$ cat config.mk
export PLATFORM = sky130hd
export DESIGN_NAME = hazard_scoreboard
export DESIGN_NICKNAME = d
export VERILOG_FILES = /design/src/rtl/arm_pipe_pkg.sv /design/src/rtl/hazard_scoreboard_entry.sv /design/src/rtl/hazard_scoreboard.sv
export SDC_FILE = /design/constraint.sdc
export NUM_CORES = 1
export LEC_CHECK = 0
export CAP_MARGIN = 15
export CELL_PAD_IN_SITES_DETAIL_PLACEMENT = 2
export CELL_PAD_IN_SITES_GLOBAL_PLACEMENT = 2
export CORE_ASPECT_RATIO = 1.4
export CORE_MARGIN = 2
export CORE_UTILIZATION = 31
export DETAILED_ROUTE_END_ITERATION = 6
export HOLD_SLACK_MARGIN = 0.05
export PLACE_DENSITY = 0.82
export SKIP_LAST_GASP = 1
export SYNTH_ARGS = -nofsm -noshare
export SYNTH_HDL_FRONTEND = slang
export SYNTH_SLANG_ARGS = --single-unit
$ cat constraint.sdc
create_clock -name clk -period 1.9 [get_ports clk]
set_input_delay 0.19 -clock clk [delete_from_list [all_inputs] [get_ports clk]]
set_output_delay 0.19 -clock clk [all_outputs]
set_load 0.05 [all_outputs]
$ cat src/rtl/arm_pipe_pkg.sv
`default_nettype none
// ============================================================================
//  Module      : arm_pipe_pkg
//  Description : Shared constants and types for the 5-stage ARM pipeline
//                hazard tracking logic (register index width, register count,
//                in-flight counter width and its saturation value).
//  Revision    : 1.0  initial release
// ============================================================================
package arm_pipe_pkg;

    localparam int REG_W    = 4;
    localparam int NUM_REGS = 16;
    localparam int CNT_W    = 2;
    localparam int CNT_MAX  = (1 << CNT_W) - 1;

    typedef logic [REG_W-1:0] reg_idx_t;

endpackage : arm_pipe_pkg
`default_nettype wire

$ cat src/rtl/hazard_scoreboard_entry.sv
`default_nettype none
// ============================================================================
//  Module      : scoreboard_entry
//  Description : One saturating up/down in-flight writer counter.
//                Ports: clk, rst (async, active-low), i_inc / i_dec (issue and
//                retire events for this register), o_cnt (current count),
//                o_err (single-cycle pulse on overflow or underflow attempt).
//  Revision    : 1.0  initial release
// ============================================================================
module scoreboard_entry #(
    parameter int W = 2
) (
    input  logic         clk,
    input  logic         rst,
    input  logic         i_inc,
    input  logic         i_dec,
    output logic [W-1:0] o_cnt,
    output logic         o_err
);

    localparam logic [W-1:0] c_cnt_max = '1;

    logic [W-1:0] r_cnt;
    logic         w_up;
    logic         w_down;

    // Simultaneous issue and retire cancel out and cannot be an error.
    assign w_up   = i_inc & ~i_dec;
    assign w_down = i_dec & ~i_inc;

    assign o_err = (w_up & (r_cnt == c_cnt_max)) | (w_down & (r_cnt == '0));
    assign o_cnt = r_cnt;

    always_ff @(posedge clk or negedge rst) begin
        if (!rst) begin
            r_cnt <= '0;
        end else if (w_up && (r_cnt != c_cnt_max)) begin
            r_cnt <= r_cnt + 1'b1;
        end else if (w_down && (r_cnt != '0)) begin
            r_cnt <= r_cnt - 1'b1;
        end
    end

endmodule : scoreboard_entry
`default_nettype wire

$ cat src/rtl/hazard_scoreboard.sv
`default_nettype none
// ============================================================================
//  Module      : hazard_scoreboard
//  Description : Issue-side hazard tracker. Counts in-flight writers per
//                architectural register, retires them at write-back and
//                raises the ID-stage stall when a source cannot be forwarded.
//  Ports       : clk, rst (async, active-low)
//                issue_valid/issue_wb_en/issue_dest/issue_is_load  - EXE entry
//                src_valid/src_1/src_2/two_src                     - ID sources
//                wb_valid/wb_dest                                  - WB retire
//                stall, pending[NUM_REGS], err (sticky)            - outputs
//  Config      : FORWARDING_EN defined   -> only load-use stalls (load tracker)
//                FORWARDING_EN undefined -> stall on any pending source
//  Revision    : 1.0  initial release
// ============================================================================
module hazard_scoreboard #(
    parameter int NUM_REGS = 16,
    parameter int CNT_W    = 2
) (
    input  logic                            clk,
    input  logic                            rst,
    input  logic                            issue_valid,
    input  logic                            issue_wb_en,
    input  logic [arm_pipe_pkg::REG_W-1:0]  issue_dest,
    input  logic                            issue_is_load,
    input  logic                            src_valid,
    input  logic [arm_pipe_pkg::REG_W-1:0]  src_1,
    input  logic [arm_pipe_pkg::REG_W-1:0]  src_2,
    input  logic                            two_src,
    input  logic                            wb_valid,
    input  logic [arm_pipe_pkg::REG_W-1:0]  wb_dest,
    output logic                            stall,
    output logic [NUM_REGS-1:0]             pending,
    output logic                            err
);

    logic                w_issue;
    logic [CNT_W-1:0]    w_cnt [NUM_REGS];
    logic [NUM_REGS-1:0] w_ent_err;
    logic [NUM_REGS-1:0] w_hit;
    logic [NUM_REGS-1:0] w_retire;
    logic                r_err;

    assign w_issue = issue_valid & issue_wb_en;

`ifndef FORWARDING_EN
    localparam logic [CNT_W-1:0] c_cnt_one = CNT_W'(1);
    logic [NUM_REGS-1:0] w_block;
`endif

    generate
        for (genvar g = 0; g < NUM_REGS; g++) begin : g_entry
            localparam arm_pipe_pkg::reg_idx_t c_idx = arm_pipe_pkg::reg_idx_t'(g);

            assign w_retire[g] = wb_valid & (wb_dest == c_idx);
            assign w_hit[g]    = src_valid & ((src_1 == c_idx) | (two_src & (src_2 == c_idx)));

            scoreboard_entry #(
                .W (CNT_W)
            ) u_entry (
                .clk   (clk),
                .rst   (rst),
                .i_inc (w_issue & (issue_dest == c_idx)),
                .i_dec (w_retire[g]),
                .o_cnt (w_cnt[g]),
                .o_err (w_ent_err[g])
            );

            assign pending[g] = (w_cnt[g] != '0);

`ifndef FORWARDING_EN
            // The register file writes on the falling edge, so the last
            // writer retiring this cycle already satisfies the ID read.
            assign w_block[g] = pending[g] & w_hit[g] &
                                ~(w_retire[g] & (w_cnt[g] == c_cnt_one));
`endif
        end
    endgenerate

`ifdef FORWARDING_EN
    // Tracks the load sitting in EXE; it is there for exactly one cycle, so
    // the load-use stall lasts exactly one cycle once the bubble is injected.
    logic                    r_ld_exe_v;
    arm_pipe_pkg::reg_idx_t  r_ld_exe_dest;

    always_ff @(posedge clk or negedge rst) begin
        if (!rst) begin
            r_ld_exe_v    <= 1'b0;
            r_ld_exe_dest <= '0;
        end else begin
            r_ld_exe_v    <= w_issue & issue_is_load;
            r_ld_exe_dest <= issue_dest;
        end
    end

    assign stall = r_ld_exe_v & w_hit[r_ld_exe_dest];
`else
    logic w_unused_load;
    assign w_unused_load = issue_is_load;
    assign stall         = |w_block;
`endif

    // Issuing while stalled breaks the controller contract and is flagged.
    always_ff @(posedge clk or negedge rst) begin
        if (!rst) begin
            r_err <= 1'b0;
        end else if ((|w_ent_err) || (issue_valid && stall)) begin
            r_err <= 1'b1;
        end
    end

    assign err = r_err;

endmodule : hazard_scoreboard
`default_nettype wire

==> results of run 1 <==
==> cells by family after synthesis <==
| group | after synthesis | share of synthesized area [%] |
|---|---|---|
| compound gates | 133 | 25.01 |
| xor+xnor | 16 | 3.879 |
| fa+ha+maj | 48 | 16.63 |
| buf+inv | 56 | 6.373 |
| flops | 33 | 22.86 |
| mux | 12 | 3.325 |
| simple gates | 149 | 21.93 |
==> synthesized netlist by cell type (all sizes together) (3+ instances only) <==
| library cell | instances | area [um2] |
|---|---|---|
| nor2 | 56 | 225.2 |
| inv | 50 | 187.7 |
| ha | 48 | 600.6 |
| o21ai | 46 | 230.2 |
| dfrtp | 33 | 825.8 |
| a2111oi | 19 | 168.9 |
| nand2 | 18 | 75.07 |
| o211ai | 17 | 127.6 |
| nor3 | 16 | 80.08 |
| xnor2 | 16 | 140.1 |
| mux2i | 12 | 120.1 |
| a22oi | 10 | 75.07 |
| a32oi | 10 | 87.58 |
| nor2b | 8 | 50.05 |
| a31oi | 7 | 43.79 |
| nand2b | 7 | 43.79 |
| o22ai | 7 | 43.79 |
| a21oi | 6 | 30.03 |
| nand4 | 6 | 37.54 |
| nor4 | 6 | 37.54 |
| and2 | 4 | 26.28 |
| and3b | 4 | 37.54 |
| buf | 4 | 35.03 |
| nand3 | 4 | 20.02 |
| and4 | 3 | 26.28 |
| nand3b | 3 | 22.52 |
| o2111ai | 3 | 26.28 |
==> metrics by stage <==
step                      hold WS (ns)  area [um2]  TNS, ns  cells  utilization, %
after floorplan                -0.1056        3625  -0.3987    447               -
after global placement          0.1727        5429   -6.876    785           47.88
after detailed placement        0.1753        5429   -11.76    785           47.88
after CTS                       0.4085        6289  -0.3666    812           55.46
==> what timing repair did <==
item | in CTS
setup endpoints to repair | 17
resized for setup | 197
hold buffers | 1
pin swaps | 26
cloned | 0
endpoints found under the hold margin | 33
setup buffers | 21
==> flow_summary.json, run 1 <==
{
  "status": "did not finish",
  "stop_stage": "global routing (5_1_grt)",
  "error_line": "[ERROR DPL-0033] detailed placement checks failed during check placement.",
  "postSynthAreaPerCell_um2": 8.081,
  "h-tree-depth": 2,
  "async_reset_ff_share_pct": 100.0,
  "start_util_pct": 31.86,
  "ys_warn_count": 0,
  "pre_cts_ws_ns": -0.9378,
  "syn_nets": 519,
  "worst-ep-kind": "primary output",
  "synthFlopType": "dfrtp_1",
  "cts_buffer_depth": 2,
  "rows": 46,
  "ioPinCount": 42,
  "root_buffer": "clkbuf_16",
  "antenna_found_initial": 1,
  "die_w_um": 95.23,
  "io_buffers": 40,
  "clock-sinks": 33,
  "seq_area_frac_synth_pct": 22.86,
  "synth_area_um2": 3612,
  "syn_inst": 447,
  "grt-worst-endpoint": "stall",
  "dpl.hpwl_um": 15550,
  "grt_max_degree": 34,
  "ys_ff_latch": 33,
  "synth-edff-count": 0,
  "cts_buffers": 5,
  "synth_cell_types": 53,
  "dieHeight_um": 131.7,
  "globalplace.congestion": 0.8970
}
==> inputs of run 2 (changes only) <==
--- a/config.mk
+++ b/config.mk
@@ -6,14 +6,10 @@
 export NUM_CORES = 1
 export LEC_CHECK = 0
 export CAP_MARGIN = 15
-export CELL_PAD_IN_SITES_DETAIL_PLACEMENT = 2
-export CELL_PAD_IN_SITES_GLOBAL_PLACEMENT = 2
-export CORE_ASPECT_RATIO = 1.4
 export CORE_MARGIN = 2
-export CORE_UTILIZATION = 31
+export CORE_UTILIZATION = 35
 export DETAILED_ROUTE_END_ITERATION = 6
-export HOLD_SLACK_MARGIN = 0.05
-export PLACE_DENSITY = 0.82
+export PLACE_DENSITY_LB_ADDON = 0.15
 export SKIP_LAST_GASP = 1
 export SYNTH_ARGS = -nofsm -noshare
 export SYNTH_HDL_FRONTEND = slang
==> constraint.sdc (replaced) <==
create_clock -name clk -period 2.5 [get_ports clk]
set_input_delay 0.25 -clock clk [delete_from_list [all_inputs] [get_ports clk]]
set_output_delay 0.25 -clock clk [all_outputs]
set_load 0.05 [all_outputs]
==> run 2 against run 1 <==
Synthesized cell count did not move; synthesized area did not move; the run now ends clean.
==> flow_summary.json, run 2 <==
{
  "fin_crit_ns": 2.417,
  "grt.busiest_layer": "met2",
  "final_area_um2": 5161,
  "grt_max_degree": 34,
  "dpl.hpwl_um": 9887,
  "power.leakage_uw": 0.002185,
  "synth-edff-count": 0,
  "async_reset_ff_share_pct": 100.0,
  "finalMaxSlewViolations": 0,
  "cts_tree": "built",
  "worstSetupStartpointType": "primary input",
  "cap_violations": 0,
  "nNetsFinal": 648,
  "critPathKind": "in2reg",
  "wl_per_cell_um": 17.14,
  "grt_pass1_wl_um": 19490,
  "status": "finished, final reports clean",
  "dieArea_um2": 11150,
  "grt_overflow": 0,
  "place_area_um2": 4791,
  "worst_slack_ns": 0.08276,
  "synth_area_leaders": "dfrtp_1, ha_1, o21ai_0",
  "drc": 0,
  "wl_um": 12220,
  "seq_area_frac_synth_pct": 22.86,
  "die_w_um": 105.6,
  "synthFlopType": "dfrtp_1",
  "start_util_pct": 35.47,
  "setup_viol": 0,
  "core-area_um2": 10180,
  "synth_cell_types": 53,
  "peakVddDrop_uv": 696.1,
  "num_antenna_cells": 0,
  "postSynthAreaPerCell_um2": 8.081,
  "ioPinCount": 42,
  "slew_headroom_pct": 46.77,
  "synth_area_um2": 3612,
  "slowest_stage": "or4_1",
  "period_share_pct": 96.69,
  "io_buffers": 40,
  "final_common_cell": "buf_4",
  "fin_skew_ns": 0.008932,
  "required_ns": 2.68,
  "yosysMostFrequentCell": "nor2_1",
  "grt_pass1_vias": 3877,
  "syn_nets": 519,
  "multi_input_area_um2": 2796,
  "syn2layout_area_growth_pct": 42.88,
  "power_uw": 4032,
  "cp-end-kind": "flop",
  "cp_data_arrival_time_ns": 2.60,
  "antenna_found_initial": 0,
  "final_cell_mix": "buf_4, inv_1, ha_1, nor2_1, o21ai_0",
  "cp_max_fo": 4,
  "ys_ff_latch": 33,
  "syn_inst": 447,
  "synth_top_cell_by_area": "dfrtp_1",
  "tightestPinTransition_ns": 0.7984,
  "h-tree-depth": 2,
  "synth.top_cells.by_count": "nor2_1, inv_1, ha_1",
  "largest_register_ffs": 32,
  "ys_warn_count": 0,
  "dieHeight_um": 105.6,
  "cpPeakStageDelay_ns": 0.58,
  "avgViaCountPerCell": 5.494,
  "cts.reportedPaths.clkPinSlew_ns": 0.08,
  "timing.fmax_ghz": 0.4137,
  "holdBufCountCts": 0,
  "cts_buffer_depth": 2,
  "drive_gt1_share_pct": 24.96,
  "synth_top_area_share_pct": 22.86,
  "root_buffer": "clkbuf_8",
  "cts_buffers": 5,
  "clk_latency_ns": 0.30,
  "fill_cells": 1024,
  "met1_usage_pct": 29.98,
  "grt_use_total_pct": 22.13,
  "globalplace.congestion": 0.9774,
  "clock-sinks": 33,
  "finalHoldViolCount": 0,
  "cp_cell_sequence": "clkdlybuf4s50_1 > buf_4 > and4b_1 > nand2_4 > a31oi_1 > o311ai_1 > or4_1 > a2111o_1",
  "regArea_um2": 825.8,
  "pre_cts_ws_ns": -0.3277,
  "drtIter0Drc": 180,
  "dr.pass1.iters": 4,
  "met2_usage_pct": 36.82,
  "powerDensity_nw_per_um2": 781.2,
  "vias": 3917,
  "antenna_left": 0,
  "rows": 37,
  "grt_util_met3_pct": 2.783,
  "hold_path_class": "in2async"
}
-- run 2: area by class of cell --
type	instances	area share, %
sequential	33	16.00
clock buffer	7	1.867
tap	136	3.297
inverter	50	3.636
multi-input combinational	358	54.18
clock inverter	1	0.09697
timing repair buffer	128	20.92
-- run 2: worst paths after layout --
check,startpoint,endpoint,slack (ns),cells after the start
hold / removal,rst,g_entry[11].u_entry.o_cnt[0]$_DFFE_PN0P_,0.03,1
max in group asynchronous,rst,g_entry[12].u_entry.o_cnt[1]$_DFFE_PN0P_,1.95,1
setup / recovery,issue_dest[1],err$_DFFE_PN0P_,0.08,8
hold reg to reg,g_entry[15].u_entry.o_cnt[0]$_DFFE_PN0P_,g_entry[15].u_entry.o_cnt[0]$_DFFE_PN0P_,0.54,1
setup reg to reg,g_entry[7].u_entry.o_cnt[1]$_DFFE_PN0P_,err$_DFFE_PN0P_,0.12,8
min in group clk,g_entry[15].u_entry.o_cnt[0]$_DFFE_PN0P_,g_entry[15].u_entry.o_cnt[0]$_DFFE_PN0P_,0.54,1
-- run 2: per-stage QoR --
| step | hold slack (ns) | TNS [ns] | instances | utilization [%] |
|---|---|---|---|---|
| floorplan | -0.04559 | 0 | 447 | - |
| global route | 0.1098 | -0.03529 | 713 | 50.68 |
| CTS | 0.07272 | 0 | 713 | 48.76 |
| finish | 0.03374 | 0 | 713 | 50.68 |
| global placement | 0.3947 | -0.4605 | 703 | 47.04 |
| detailed placement | 0.3965 | -0.5330 | 703 | 47.04 |
-- run 2: power breakdown --
part / internal, uW / switching (uW)
Clock: 250 / 229
Sequential: 730 / 248
Combinational: 964 / 1610
-- run 2: logic make-up (layout without fill, tap and decap cells) --
| family | after synthesis | after routing | synth area share (%) |
|---|---|---|---|
| XOR/XNOR | 16 | 16 | 3.879 |
| buffers and inverters | 56 | 186 | 6.373 |
| AND/OR/NAND/NOR | 149 | 149 | 21.93 |
| multiplexers | 12 | 12 | 3.325 |
| AO/OA/AOI/OAI | 133 | 133 | 25.01 |
| adder cells (fa/ha/maj) | 48 | 48 | 16.63 |
| flip-flops | 33 | 33 | 22.86 |
-- run 2: timing repair --
action	CTS	global route
buffers inserted	2	0
endpoints found under the setup margin	2	2
resized for setup	23	45
pin swaps	2	8
hold endpoints to repair	0	0
-- run 2: per-layer routing --
layer | vias up | part of all wire, %
met4 | 0 | 1.7
met3 | 17 | 4.1
met5 | - | 0
li1 | 1908 | -
met1 | 1886 | 46
met2 | 106 | 48
-- run 2: critical path, delay by kind of cell --
kind	cells	cell delay, ns
AND/OR/NAND/NOR	3	0.98
AO/OA/AOI/OAI	3	0.76
buffers and inverters	2	0.60
Note: power is estimated with default switching activity, not from simulation.
